[src/rtl/mem_bus_ctrl_if.sv]
// Bus bundle between the core memory port, the controller and the memory targets.
// The slave view is the controller; the master view is the core/target side.
interface mem_bus_ctrl_if #(
    parameter int ADDR_W    = 64,
    parameter int DATA_W    = 64,
    parameter int N_REGIONS = 2
);
    logic                        req_valid;
    logic                        req_ready;
    logic                        req_we;
    logic [ADDR_W-1:0]           req_addr;
    logic [DATA_W-1:0]           req_wdata;
    logic                        resp_valid;
    logic                        resp_ready;
    logic [DATA_W-1:0]           resp_rdata;
    logic                        resp_err;
    logic [N_REGIONS-1:0]        mem_sel;
    logic [N_REGIONS-1:0]        mem_we;
    logic [ADDR_W-1:0]           mem_addr;
    logic [DATA_W-1:0]           mem_wdata;
    logic [N_REGIONS*DATA_W-1:0] mem_rdata;

    modport slave (
        input  req_valid, req_we, req_addr, req_wdata, resp_ready, mem_rdata,
        output req_ready, resp_valid, resp_rdata, resp_err,
               mem_sel, mem_we, mem_addr, mem_wdata
    );

    modport master (
        output req_valid, req_we, req_addr, req_wdata, resp_ready, mem_rdata,
        input  req_ready, resp_valid, resp_rdata, resp_err,
               mem_sel, mem_we, mem_addr, mem_wdata
    );
endinterface

[src/rtl/mem_bus_ctrl.sv]
// Memory-bus controller: decodes one core request into a base/mask region table,
// runs a per-region wait-state access and returns a registered response.
module mem_bus_ctrl #(
    parameter int                           ADDR_W      = 64,
    parameter int                           DATA_W      = 64,
    parameter int                           N_REGIONS   = 2,
    parameter logic [N_REGIONS*ADDR_W-1:0]  REGION_BASE = {64'h2000, 64'h0},
    parameter logic [N_REGIONS*ADDR_W-1:0]  REGION_MASK = {64'hFFFF_FFFF_FFFF_E000,
                                                           64'hFFFF_FFFF_FFFF_E000},
    parameter logic [N_REGIONS*4-1:0]       REGION_WAIT = {4'd2, 4'd0}
) (
    input  logic           clk,
    input  logic           reset,
    mem_bus_ctrl_if.slave  bus
);

    localparam int IDX_W = (N_REGIONS > 1) ? $clog2(N_REGIONS) : 1;

    typedef enum logic [1:0] {
        IDLE   = 2'd0,
        ACCESS = 2'd1,
        RESP   = 2'd2
    } state_t;

    state_t               state_r,      state_nxt_s;
    logic [3:0]           cnt_r,        cnt_nxt_s;
    logic                 we_r,         we_nxt_s;
    logic [IDX_W-1:0]     idx_r,        idx_nxt_s;
    logic                 req_ready_r,  req_ready_nxt_s;
    logic                 resp_valid_r, resp_valid_nxt_s;
    logic                 resp_err_r,   resp_err_nxt_s;
    logic [DATA_W-1:0]    resp_rdata_r, resp_rdata_nxt_s;
    logic [N_REGIONS-1:0] mem_sel_r,    mem_sel_nxt_s;
    logic [N_REGIONS-1:0] mem_we_r,     mem_we_nxt_s;
    logic [ADDR_W-1:0]    mem_addr_r,   mem_addr_nxt_s;
    logic [DATA_W-1:0]    mem_wdata_r,  mem_wdata_nxt_s;

    logic                 hit_s;
    logic [IDX_W-1:0]     hit_idx_s;
    logic [N_REGIONS-1:0] hit_oh_s;
    logic [ADDR_W-1:0]    hit_off_s;
    logic [3:0]           hit_wait_s;
    logic [DATA_W-1:0]    sel_rdata_s;
    logic                 accept_s;

    // Parallel region compare; scanning downward lets the lowest index win.
    always_comb begin
        hit_s     = 1'b0;
        hit_idx_s = {IDX_W{1'b0}};
        for (int i = N_REGIONS - 1; i >= 0; i--) begin
            if ((bus.req_addr & REGION_MASK[i*ADDR_W +: ADDR_W]) == REGION_BASE[i*ADDR_W +: ADDR_W]) begin
                hit_s     = 1'b1;
                hit_idx_s = IDX_W'(i);
            end else begin
                hit_idx_s = hit_idx_s;
            end
        end
    end

    // Per-hit derived values: one-hot select, in-region offset and wait count.
    always_comb begin
        hit_oh_s    = N_REGIONS'(1'b1) << hit_idx_s;
        hit_off_s   = bus.req_addr & ~REGION_MASK[int'(hit_idx_s)*ADDR_W +: ADDR_W];
        hit_wait_s  = REGION_WAIT[int'(hit_idx_s)*4 +: 4];
        sel_rdata_s = bus.mem_rdata[int'(idx_r)*DATA_W +: DATA_W];
        accept_s    = bus.req_valid && req_ready_r;
    end

    // Next-state and next-output logic; every output is registered one edge later.
    always_comb begin
        state_nxt_s      = state_r;
        cnt_nxt_s        = cnt_r;
        we_nxt_s         = we_r;
        idx_nxt_s        = idx_r;
        req_ready_nxt_s  = req_ready_r;
        resp_valid_nxt_s = resp_valid_r;
        resp_err_nxt_s   = resp_err_r;
        resp_rdata_nxt_s = resp_rdata_r;
        mem_sel_nxt_s    = mem_sel_r;
        mem_we_nxt_s     = {N_REGIONS{1'b0}};
        mem_addr_nxt_s   = mem_addr_r;
        mem_wdata_nxt_s  = mem_wdata_r;
        case (state_r)
            IDLE: begin
                req_ready_nxt_s = 1'b1;
                if (accept_s) begin
                    we_nxt_s        = bus.req_we;
                    req_ready_nxt_s = 1'b0;
                    if (hit_s) begin
                        idx_nxt_s       = hit_idx_s;
                        cnt_nxt_s       = hit_wait_s;
                        mem_sel_nxt_s   = hit_oh_s;
                        mem_addr_nxt_s  = hit_off_s;
                        mem_wdata_nxt_s = bus.req_wdata;
                        // A zero-wait write strobes in the very first access cycle.
                        if (bus.req_we && (hit_wait_s == 4'd0)) begin
                            mem_we_nxt_s = hit_oh_s;
                        end else begin
                            mem_we_nxt_s = {N_REGIONS{1'b0}};
                        end
                        state_nxt_s = ACCESS;
                    end else begin
                        resp_err_nxt_s   = 1'b1;
                        resp_rdata_nxt_s = {DATA_W{1'b0}};
                        resp_valid_nxt_s = 1'b1;
                        state_nxt_s      = RESP;
                    end
                end else begin
                    state_nxt_s = IDLE;
                end
            end
            ACCESS: begin
                req_ready_nxt_s = 1'b0;
                if (cnt_r != 4'd0) begin
                    cnt_nxt_s = cnt_r - 4'd1;
                    if (we_r && (cnt_r == 4'd1)) begin
                        mem_we_nxt_s = mem_sel_r;
                    end else begin
                        mem_we_nxt_s = {N_REGIONS{1'b0}};
                    end
                end else begin
                    mem_sel_nxt_s    = {N_REGIONS{1'b0}};
                    resp_valid_nxt_s = 1'b1;
                    resp_err_nxt_s   = 1'b0;
                    if (we_r) begin
                        resp_rdata_nxt_s = {DATA_W{1'b0}};
                    end else begin
                        resp_rdata_nxt_s = sel_rdata_s;
                    end
                    state_nxt_s = RESP;
                end
            end
            RESP: begin
                mem_sel_nxt_s = {N_REGIONS{1'b0}};
                if (bus.resp_ready) begin
                    resp_valid_nxt_s = 1'b0;
                    req_ready_nxt_s  = 1'b1;
                    state_nxt_s      = IDLE;
                end else begin
                    resp_valid_nxt_s = 1'b1;
                    req_ready_nxt_s  = 1'b0;
                end
            end
            default: begin
                state_nxt_s      = IDLE;
                cnt_nxt_s        = 4'd0;
                req_ready_nxt_s  = 1'b1;
                resp_valid_nxt_s = 1'b0;
                mem_sel_nxt_s    = {N_REGIONS{1'b0}};
            end
        endcase
    end

    // State and output registers; reset drops any in-flight access without a strobe.
    always_ff @(posedge clk or posedge reset) begin
        if (reset) begin
            state_r      <= IDLE;
            cnt_r        <= 4'd0;
            we_r         <= 1'b0;
            idx_r        <= {IDX_W{1'b0}};
            req_ready_r  <= 1'b1;
            resp_valid_r <= 1'b0;
            resp_err_r   <= 1'b0;
            resp_rdata_r <= {DATA_W{1'b0}};
            mem_sel_r    <= {N_REGIONS{1'b0}};
            mem_we_r     <= {N_REGIONS{1'b0}};
            mem_addr_r   <= {ADDR_W{1'b0}};
            mem_wdata_r  <= {DATA_W{1'b0}};
        end else begin
            state_r      <= state_nxt_s;
            cnt_r        <= cnt_nxt_s;
            we_r         <= we_nxt_s;
            idx_r        <= idx_nxt_s;
            req_ready_r  <= req_ready_nxt_s;
            resp_valid_r <= resp_valid_nxt_s;
            resp_err_r   <= resp_err_nxt_s;
            resp_rdata_r <= resp_rdata_nxt_s;
            mem_sel_r    <= mem_sel_nxt_s;
            mem_we_r     <= mem_we_nxt_s;
            mem_addr_r   <= mem_addr_nxt_s;
            mem_wdata_r  <= mem_wdata_nxt_s;
        end
    end

    assign bus.req_ready  = req_ready_r;
    assign bus.resp_valid = resp_valid_r;
    assign bus.resp_err   = resp_err_r;
    assign bus.resp_rdata = resp_rdata_r;
    assign bus.mem_sel    = mem_sel_r;
    assign bus.mem_we     = mem_we_r;
    assign bus.mem_addr   = mem_addr_r;
    assign bus.mem_wdata  = mem_wdata_r;

endmodule

[src/flat_wrapper.sv]
// flat-port wrapper written by rule: the top's interface ports become plain ports
module mem_bus_ctrl_flat 
#(
    parameter int                           ADDR_W      = 64,
    parameter int                           DATA_W      = 64,
    parameter int                           N_REGIONS   = 2,
    parameter logic [N_REGIONS*ADDR_W-1:0]  REGION_BASE = {64'h2000, 64'h0},
    parameter logic [N_REGIONS*ADDR_W-1:0]  REGION_MASK = {64'hFFFF_FFFF_FFFF_E000,
                                                           64'hFFFF_FFFF_FFFF_E000},
    parameter logic [N_REGIONS*4-1:0]       REGION_WAIT = {4'd2, 4'd0}
)
  (clk, reset, bus_req_valid, bus_req_we, bus_req_addr, bus_req_wdata, bus_resp_ready, bus_mem_rdata, bus_req_ready, bus_resp_valid, bus_resp_rdata, bus_resp_err, bus_mem_sel, bus_mem_we, bus_mem_addr, bus_mem_wdata);
  mem_bus_ctrl_if #(.ADDR_W(ADDR_W), .DATA_W(DATA_W), .N_REGIONS(N_REGIONS)) bus_i ();
  input  logic clk;
  input  logic reset;
  input wire logic [$bits(bus_i.req_valid)-1:0] bus_req_valid;
  input wire logic [$bits(bus_i.req_we)-1:0] bus_req_we;
  input wire logic [$bits(bus_i.req_addr)-1:0] bus_req_addr;
  input wire logic [$bits(bus_i.req_wdata)-1:0] bus_req_wdata;
  input wire logic [$bits(bus_i.resp_ready)-1:0] bus_resp_ready;
  input wire logic [$bits(bus_i.mem_rdata)-1:0] bus_mem_rdata;
  output wire logic [$bits(bus_i.req_ready)-1:0] bus_req_ready;
  output wire logic [$bits(bus_i.resp_valid)-1:0] bus_resp_valid;
  output wire logic [$bits(bus_i.resp_rdata)-1:0] bus_resp_rdata;
  output wire logic [$bits(bus_i.resp_err)-1:0] bus_resp_err;
  output wire logic [$bits(bus_i.mem_sel)-1:0] bus_mem_sel;
  output wire logic [$bits(bus_i.mem_we)-1:0] bus_mem_we;
  output wire logic [$bits(bus_i.mem_addr)-1:0] bus_mem_addr;
  output wire logic [$bits(bus_i.mem_wdata)-1:0] bus_mem_wdata;
  assign bus_i.req_valid = bus_req_valid;
  assign bus_i.req_we = bus_req_we;
  assign bus_i.req_addr = bus_req_addr;
  assign bus_i.req_wdata = bus_req_wdata;
  assign bus_i.resp_ready = bus_resp_ready;
  assign bus_i.mem_rdata = bus_mem_rdata;
  assign bus_req_ready = bus_i.req_ready;
  assign bus_resp_valid = bus_i.resp_valid;
  assign bus_resp_rdata = bus_i.resp_rdata;
  assign bus_resp_err = bus_i.resp_err;
  assign bus_mem_sel = bus_i.mem_sel;
  assign bus_mem_we = bus_i.mem_we;
  assign bus_mem_addr = bus_i.mem_addr;
  assign bus_mem_wdata = bus_i.mem_wdata;
  mem_bus_ctrl #(.ADDR_W(ADDR_W), .DATA_W(DATA_W), .N_REGIONS(N_REGIONS), .REGION_BASE(REGION_BASE), .REGION_MASK(REGION_MASK), .REGION_WAIT(REGION_WAIT)) u_core (.clk(clk), .reset(reset), .bus(bus_i));
endmodule
[config.mk]
export PLATFORM = sky130hd
export DESIGN_NAME = mem_bus_ctrl_flat
export DESIGN_NICKNAME = d
export VERILOG_FILES = /design/src/rtl/mem_bus_ctrl_if.sv /design/src/rtl/mem_bus_ctrl.sv /design/src/flat_wrapper.sv
export SDC_FILE = /design/constraint.sdc
export NUM_CORES = 1
export LEC_CHECK = 0
export ABC_AREA = 0
export BUFFER_PORTS_ARGS = -buffer_cell sky130_fd_sc_hd__buf_2
export CORE_AREA = 5 5 178 180
export DETAILED_ROUTE_END_ITERATION = 8
export DIE_AREA = 0 0 183 185
export PLACE_DENSITY = 0.48
export SYNTH_ARGS = -nofsm -noshare
export SYNTH_HDL_FRONTEND = slang
export SYNTH_SLANG_ARGS = --single-unit
[constraint.sdc]
create_clock -name clk -period 15.5 [get_ports clk]
set_clock_uncertainty 0.2 [all_clocks]
set_input_delay 2.325 -clock clk [delete_from_list [all_inputs] [get_ports clk]]
set_output_delay 2.325 -clock clk [all_outputs]
set_load 0.1 [all_outputs]
# Word level (Yosys, flattened, before mapping)
# Cells that the tools add are included.
dict set report classes {
  n_addsub 1
  mul 0
  div 0
  n_lt_le_gt_ge 0
  eq_ne 10
  shift 4
  n_mux 37
  bitwise 3
  reduce_logical 15
}
# op n
set ops {}
lappend ops {{two-way mux 64 bit} 4}
lappend ops {{one-hot mux 64 bit (2 select lines)} 1}
lappend ops {{variable part select 128 x 8 -> 64 bit} 1}
lappend ops {{variable part select 128 x 8 -> 64 bit (first input constant)} 1}
lappend ops {{bitwise AND 64 bit} 1}
lappend ops {{zero test 64 bit} 1}
lappend ops {{inverter 64 bit} 1}
lappend ops {{equality test 51 x 1 -> 1 bit (second input constant)} 1}
lappend ops {{two-way mux 2 bit} 12}
lappend ops {{two-way mux 4 bit} 3}
lappend ops {{one-hot mux 4 bit (3 select lines)} 1}
lappend ops {{two-way mux 1 bit} 10}
lappend ops {{AND reduction 3 bit} 3}
lappend ops {{one-hot mux 2 bit (2 select lines)} 2}
lappend ops {{AND reduction 4 bit} 2}
lappend ops {{variable part select 8 x 4 -> 4 bit (first input constant)} 1}
lappend ops {{!= test 2 x 1 -> 1 bit (second input constant)} 3}
lappend ops {{!= test 2 bit (second input constant)} 3}
lappend ops {{one-hot mux 1 bit (3 select lines)} 2}
lappend ops {{one-hot mux 2 bit (3 select lines)} 1}
lappend ops {{equality test 4 x 1 -> 1 bit (second input constant)} 1}
lappend ops {{zero test 4 bit} 1}
lappend ops {{AND reduction 2 bit} 2}
lappend ops {{nonzero test 4 bit} 1}
lappend ops {{other kinds (9)} 11}
dict set report word_totals {
  ff_bits 207
  latch_bits 0
  ramBits 0
  romBits 0
  input_bits 261
  memories 0
}

# Longest topological paths before layout
# Gate-level depths: netlist of the first run.
dict set report logic_depth {
  depth_word 10
  depth_mapped 9
  depth_no_buf 7
}

# Worst setup path after synthesis of the first run
# Ideal clock, no wire load.
dict set report synth_path {
  path_kind {in2reg}
  startpoint {input bus_req_addr[53]}
  endpoint {register u_core.resp_rdata_r[0], in the netlist u_core.bus.resp_rdata[0]}
  setup_time_ns 0.079
  t_arrival_ns 3.903
  required_time_ns 15.221
  path_slack_ns 11.318
  cell_stages 8
  path_buffers 3
  cell_sequence {nor4_1 > nand4_1 > or4_1 > buf_2 > o21ai_2 > buf_6 > buf_6 > o2bb2ai_2}
}
dict set report synth_via {
  elab_chain_cells 5
  elab_cells_between_ends 6
  classes_between {eq/ne: 2; mux: 2; reduce/logical: 2}
}
# item line_no
set synth_lines {}
lappend synth_lines {{start, declared} flat_wrapper.sv:18} ;# input wire logic [$bits(bus_i.req_addr)-1:0] bus_req_addr;
lappend synth_lines {{equality test 51 x 1 -> 1 bit} mem_bus_ctrl.sv:51} ;# if ((bus.req_addr & REGION_MASK[i*ADDR_W +: ADDR_W]) == REGION_BASE[i*ADDR_W +: ADDR_W]) begin
lappend synth_lines {{two-way mux 1 bit} mem_bus_ctrl.sv:51}
lappend synth_lines {{two-way mux 1 bit (*)} mem_bus_ctrl.sv:51}
lappend synth_lines {{!= test 2 bit (no source line) (*)} -}
lappend synth_lines {{AND reduction 4 bit (no source line) (*)} -}
lappend synth_lines {{end signal, assigned} mem_bus_ctrl.sv:164} ;# resp_rdata_r <= {DATA_W{1'b0}};
lappend synth_lines {{end signal, assigned} mem_bus_ctrl.sv:177} ;# resp_rdata_r <= resp_rdata_nxt_s;
lappend synth_lines {{end, declared} mem_bus_ctrl.sv:32} ;# logic [DATA_W-1:0] resp_rdata_r, resp_rdata_nxt_s;
# Mark *: on every way between the ends. The rest lies on a longest branch, timed or not.
# A chain may end at the register's enable or synchronous reset.

# Final worst setup path of the first run
dict set report layout_path {
  startpoint {input bus_req_addr[38]}
  endpoint {register u_core.resp_rdata_r[57], in the netlist u_core.bus.resp_rdata[57]}
}
# The elaborated chain is that of the path after synthesis.

==> qor.csv, run 1 <==
metric,value,unit
Setup Buffers After CTS,0,
hold_sp,u_core.bus.resp_rdata[47],
clock buffer depth,2,
# rows,64,
wire per inst,17.2,um
"Clk Latency, worst-skew pair",0.42,ns
Peak supply drop,50.4,uV
post-placement setup slack,9.91,ns
HPWL after DPL,17.5,mm
# port buffers,408,
pin count of the biggest net entering global routing,92,
GR peak layer,met2,
clk sink count,156,
Reg-to-Reg Start,u_core.state_r[0],
Post-Route WL,22.9,mm
final hold violation count,0,
Post-Syn Area,0.00734,mm^2
vias in the first global route,6075,
Post-synth EDFFs,0,
Starting Density,0.245,
static leakage,5.30,nW
Synth async-reset ratio,1.00,
cts bufs inserted,17,
crit path capture type,register,
Post-Syn Area per Cell,14.0,um^2
Core ar.,0.0300,mm^2
dominant cell type by area after synthesis,dfrtp_1,
setup TNS,0,ns
Design Power,0.00105,W
critical path type,in2reg,
post-CTS resize count,0,
largest cells by area after synthesis,"dfrtp_1 53%, mux2_2 12%, o2bb2ai_2 10%, mux2i_1 8.9%, buf_4 5.2%",
global-route met1 utilization,0.159,
worst-margin pin slew,1.03,ns
Yosys warnings,0,
clk slew on worst S/H paths,0.07,ns
startpoint types,primary input,
post-synth top area share,0.528,
die area,0.0339,mm^2
max_slew headroom,0.316,
die width,183,um
sequential cell area,0.00391,mm^2
Final min period,5.07,ns
status,"complete, no violations",
multi-input logic area,0.00306,mm^2
DR DRC count,0,
IO Pins,460,
crit path max fanout,50,
CTS root buf,clkbuf_16,
global-route met3 utilization,0.0634,
fin worst setup slack,10.43,ns
initial antenna violation count,2,
Total GRT Usage,0.129,
Mapped Cells,523,
CTS tree,done,
Required @ worst endpoint,15.64,ns
H-tree Lvls,4,
worst reg2reg path depth,5,
setup violators final,0,
RSZ-0062 raised after global routing,false,
area delta synth->final,37.9,%
height of the die,185,um
fill cell count,3085,
pwr/cell area,103,mW/mm^2
CP arrival,5.21,ns
list of most frequent post-synthesis cells,"155 x dfrtp_1, 80 x mux2_2, 65 x mux2i_1",
#FFs+latches synth,156,
Pre-Repair DR Iteration Count,4,
ANT cells,0,
leading cell type by number of instances after synthesis,dfrtp_1,
period utilization,0.327,
post-layout util,0.337,
grt total ovfl,0,
worst setup path start,bus_req_addr[38],
Synth cell types,39,
max cap viols,0,
max-slew violations,0,
Worst path max stage delay,0.69,ns
routed vias,5561,
slowest cell on the critical path,buf_4,
"Top FF cell, synth",dfrtp_1,
antenna-violating nets left,0,
first-pass GRT wire length,34.6,mm
"Seq/Total Area, Yosys",0.532,
Tightest Hold Check Type,reg2reg,
Max Clock Freq,197,MHz
via-per-instance ratio,4.18,
CTS Hold Buffers Added,0,
NumNets Final,1185,
crit path cell chain,buf_2 > nor4_1 > nand4_1 > or4_1 > o21ai_4 > buf_4 > o2bb2ai_1,
hold path depth,1,
met2 usage,0.201,
drt first-iter violations,140,
layout cells sized above 1,0.622,
Final GP Congestion,0.784,
==> state kept, by name (all words and copies together), names as in the netlist <==
register and count:
u_core.bus.mem_wdata 64, u_core.cnt_r 4, u_core.we_r 1, u_core.bus.req_ready 1, u_core.bus.resp_valid 1, u_core.bus.resp_rdata 64
u_core.bus.resp_err 1, u_core.bus.mem_we 2, u_core.bus.mem_sel 2, u_core.state_r 2, u_core.idx_r 1, u_core.bus.mem_addr 13
==> worst paths after layout <==
kind / slack, ns / endpoint
worst max-delay path: 10.43 / u_core.bus.resp_rdata[57]
worst min-delay path: 0.28 / u_core.bus.resp_rdata[47]
worst max register to register: 12.38 / u_core.bus.mem_wdata[51]
worst min register to register: 0.28 / u_core.bus.resp_rdata[47]
max in group asynchronous: 11.76 / u_core.bus.resp_rdata[40]
min in group asynchronous: 1.85 / u_core.bus.mem_wdata[33]
==> layout make-up <==
type / instances / share of cell area
Clock buffer: 22 / 0.0468
Clock inverter: 10 / 0.00803
Inverter: 6 / 0.00272
Multi-Input combinational cell: 328 / 0.302
Sequential cell: 156 / 0.386
Tap cell: 396 / 0.0489
Timing Repair Buffer: 413 / 0.205
==> layer usage <==
metal,vias up,part of all wire
met1,2620,0.40
met2,300,0.46
met4,2,0.019
met5,-,0.00088
met3,19,0.13
li1,2620,-
==> cell families after synthesis <==
logic type                 synth area share
and+or+nand+nor                      0.0372
muxes                                 0.211
DFF                                   0.532
AOI/OAI and AO/OA                     0.136
other                              0.000511
adders and majority gates           0.00341
buffers and inverters                0.0796
==> critical path, delay by kind of cell <==
family / cells / cell delay (ns)
simple gates: 3 / 1.20
buf+inv: 2 / 0.79
compound gates: 2 / 0.80
==> where the power goes <==
group | internal (W) | total, W | switching, W
clock network | 0.000220 | 0.000400 | 0.000180
logic | 0.0000487 | 0.000219 | 0.000170
registers | 0.000418 | 0.000427 | 0.00000890
==> stage by stage <==
stage	instances	area [um^2]	hold slack [ns]
after detailed placement	1299	9570	0.269
after global placement	1299	9570	0.268
after CTS	1331	10100	0.287
after floorplan	573	7530	0.292
final	1331	10100	0.279
after global routing	1331	10100	0.302
==> placed cells by master (no fill, tap or decap), types with 6 or more instances in the layout <==
cell         n
clkbuf_16   17
mux2i_1     65
o2bb2ai_2   50
buf_2      408
a21oi_1      6
dfrtp_1    154
nor2_1      10
mux2_2      80
nor4_1      12
conb_1      51
o2bb2ai_1   15
Note: power is estimated with default switching activity, not from simulation.
==> run 2: changes to the inputs <==
Settings changed: ABC_AREA 0 to 1, CORE_AREA 5 5 178 180 to 5 5 174 176, DIE_AREA 0 0 183 185 to 0 0 179 181, PLACE_DENSITY 0.48 to 0.54.
Clock period 15.5 ns to 4.6 ns, I/O delays scaled along.
==> qor.csv, run 2 <==
metric,value,unit,change
post-CTS resize count,0,,unchanged
via-per-instance ratio,4.43,,+6.1%
Yosys warnings,0,,unchanged
Worst path max stage delay,0.57,ns,-0.12 ns
die width,179,um,-2.2%
pwr/cell area,362,mW/mm^2,+250%
die area,0.0324,mm^2,-4.3%
crit path capture type,register,,
crit path max fanout,48,,-4.0%
post-synth top area share,0.495,,-0.0331
largest cells by area after synthesis,"dfrtp_1 50%, nand2_1 22%, nand3_1 5.4%, nand4_1 5.4%, buf_4 5.1%",,
RSZ-0062 raised after global routing,false,,
max_slew headroom,0.278,,-0.0374
height of the die,181,um,-2.2%
Final GP Congestion,0.797,,+1.7%
static leakage,6.33,nW,+20%
multi-input logic area,0.00336,mm^2,+9.8%
H-tree Lvls,4,,unchanged
final hold violation count,0,,unchanged
Synth async-reset ratio,1.00,,unchanged
Design Power,0.00382,W,+270%
Sw Pwr,0.00144,W,+300%
CP arrival,2.68,ns,-2.53 ns
setup violators final,0,,unchanged
Peak supply drop,252,uV,+400%
Post-synth EDFFs,0,,unchanged
most frequent cells in the layout,"450 x nand2_1, 408 x buf_2, 154 x dfrtp_1",,
max cap viols,0,,unchanged
initial antenna violation count,1,,-1
Total GRT Usage,0.159,,+0.0300
Synth cell types,26,,-33%
crit path cell chain,nor2_1 > nand2_2 > buf_4 > a21oi_1 > nand4_1 > nand2_1,,
leading cell type by number of instances after synthesis,nand2_1,,
Reg power frac,0.370,,-0.038
Sw Ratio,0.378,,+0.0347
power share of the clock group,0.386,,+0.004
Required @ worst endpoint,4.75,ns,-10.89 ns
clock buffer depth,2,,unchanged
clk sink count,156,,unchanged
Post-Route WL,27.6,mm,+21%
cts bufs inserted,17,,unchanged
area delta synth->final,34.7,%,
Final min period,2.53,ns,
period utilization,0.550,,
CTS Hold Buffers Added,0,,unchanged
#FFs+latches synth,156,,unchanged
Setup Buffers After CTS,0,,unchanged
grt total ovfl,0,,unchanged
worst setup path start,u_core.state_r[1],,
CP endpoint,u_core.bus.resp_rdata[49],,
# rows,62,,-3.1%
NumNets Final,1652,,+39%
"Clk Latency, worst-skew pair",0.41,ns,about the same
fin worst setup slack,2.07,ns,-8.36 ns
sequential cell area,0.00391,mm^2,about the same
list of most frequent post-synthesis cells,"452 x nand2_1, 155 x dfrtp_1, 85 x nand3_1",,
status,"complete, no violations",,
Reg-to-Reg Start,u_core.state_r[1],,
fill cell count,3076,,-0.29%
Logic pwr share,0.244,,+0.035
post-placement setup slack,1.62,ns,-8.29 ns
post-layout util,0.370,,+0.0333
max-slew violations,0,,unchanged
CTS root buf,clkbuf_16,,
vias in the first global route,7820,,+29%
worst reg2reg path endpoint,u_core.bus.resp_rdata[49],,
first-pass GRT wire length,41.9,mm,+21%
clk slew on worst S/H paths,0.07,ns,about the same
antenna-violating nets left,0,,unchanged
internal power,0.00238,W,+250%
pin count of the biggest net entering global routing,81,,-12%
Max Clock Freq,395,MHz,
critical path type,reg2reg,,
# port buffers,408,,unchanged
HPWL after DPL,19.8,mm,+13%
DR DRC count,0,,unchanged
drt first-iter violations,290,,+110%
routed vias,7920,,+42%
Post-Syn Area,0.00783,mm^2,+6.7%
Post-Syn Area per Cell,7.66,um^2,-45%
Mapped Cells,1023,,+96%
IO Pins,460,,unchanged
wire per inst,15.4,um,-10%
Starting Density,0.275,,+0.0306
layout cells sized above 1,0.332,,-0.291
startpoint types,register,,
worst-margin pin slew,1.08,ns,+0.0562 ns
"Top FF cell, synth",dfrtp_1,,
CTS tree,done,,
slowest cell on the critical path,nand2_2,,
Worst R2R Setup Slack,2.07,ns,-10.31 ns
Tightest Hold Check Type,in2async,,
setup TNS,0,ns,unchanged
"commonest non-fill, non-tap cell in the layout",nand2_1,,
Core ar.,0.0285,mm^2,-5.2%
"Seq/Total Area, Yosys",0.499,,-0.0333
dominant cell type by area after synthesis,dfrtp_1,,
worst reg2reg path depth,6,,+1
Pre-Repair DR Iteration Count,4,,unchanged
==> run 2: changes by cell type after synthesis, sizes merged, moves of 59 or more <==
cell,before,now
o2bb2ai,65,0
a21oi,6,65
nand2,4,454
nand3,3,86
mux2,80,0
nand4,3,67
mux2i,65,0
==> run 2: logic make-up after synthesis <==
logic type / synth area share
AND/OR/NAND/NOR: 0.351
flip-flops: 0.499
buffers and inverters: 0.0979
AO/OA/AOI/OAI: 0.0466
XOR/XNOR: 0.00224
adder cells (fa/ha/maj): 0.00319
other: 0.000479
==> run 2: worst min-delay path by stage <==
stage | to | slack, ns | cells past startpoint
6_report | u_core.bus.resp_valid | 0.21 | 2
2_1_floorplan | u_core.cnt_r[1] | 0.28 | 2
4_1_cts | u_core.bus.resp_valid | 0.22 | 2
3_5_place_dp | u_core.bus.mem_wdata[26] | 0.25 | 2
3_3_place_gp | u_core.bus.resp_rdata[40] | 0.25 | 2
5_1_grt | u_core.bus.resp_valid | 0.24 | 2
==> run 2: final cells by class <==
| cell class | count | area share |
|---|---|---|
| flip-flops and latches | 156 | 0.370 |
| multi-input cells | 780 | 0.318 |
| repair buffers | 420 | 0.203 |
| well taps | 384 | 0.0456 |
| clock buffers | 18 | 0.0407 |
| clock inverters | 14 | 0.0161 |
| inverters | 14 | 0.00534 |
| diodes | 1 | 0.000237 |
==> run 2: per-stage QoR <==
step / hold WS, ns / instances / cell area, um^2
2_1_floorplan: 0.276 / 1073 / 8020
3_3_place_gp: 0.249 / 1754 / 9950
3_5_place_dp: 0.253 / 1754 / 9950
4_1_cts: 0.220 / 1786 / 10500
5_1_grt: 0.245 / 1787 / 10500
6_report: 0.208 / 1787 / 10500
==> run 2: critical path: cells and delay by family (launching register included) <==
kind,cells,cell delay [ns]
AO/OA/AOI/OAI,1,0.23
flip-flops,1,0.44
buffers and inverters,1,0.44
AND/OR/NAND/NOR,4,1.12
==> run 2: power by group through the flow <==
stage / logic [W] / clock network [W] / registers (W)
after global routing: 0.00101 / 0.00159 / 0.00142
after CTS: 0.000946 / 0.00153 / 0.00141
final: 0.000932 / 0.00147 / 0.00141
after floorplan: 0.000652 / 0 / 0.00153
after global placement: 0.000948 / 0 / 0.00144
after detailed placement: 0.000945 / 0 / 0.00144
==> run 2: per-layer routing <==
layer | track usage | up-vias | wire length [um]
li1 | - | 3948 | -
met1 | 0.189 | 3623 | 11100
met2 | 0.267 | 332 | 12900
met3 | 0.0700 | 17 | 3230
met4 | 0.0344 | 0 | 336
met5 | 0 | - | 0
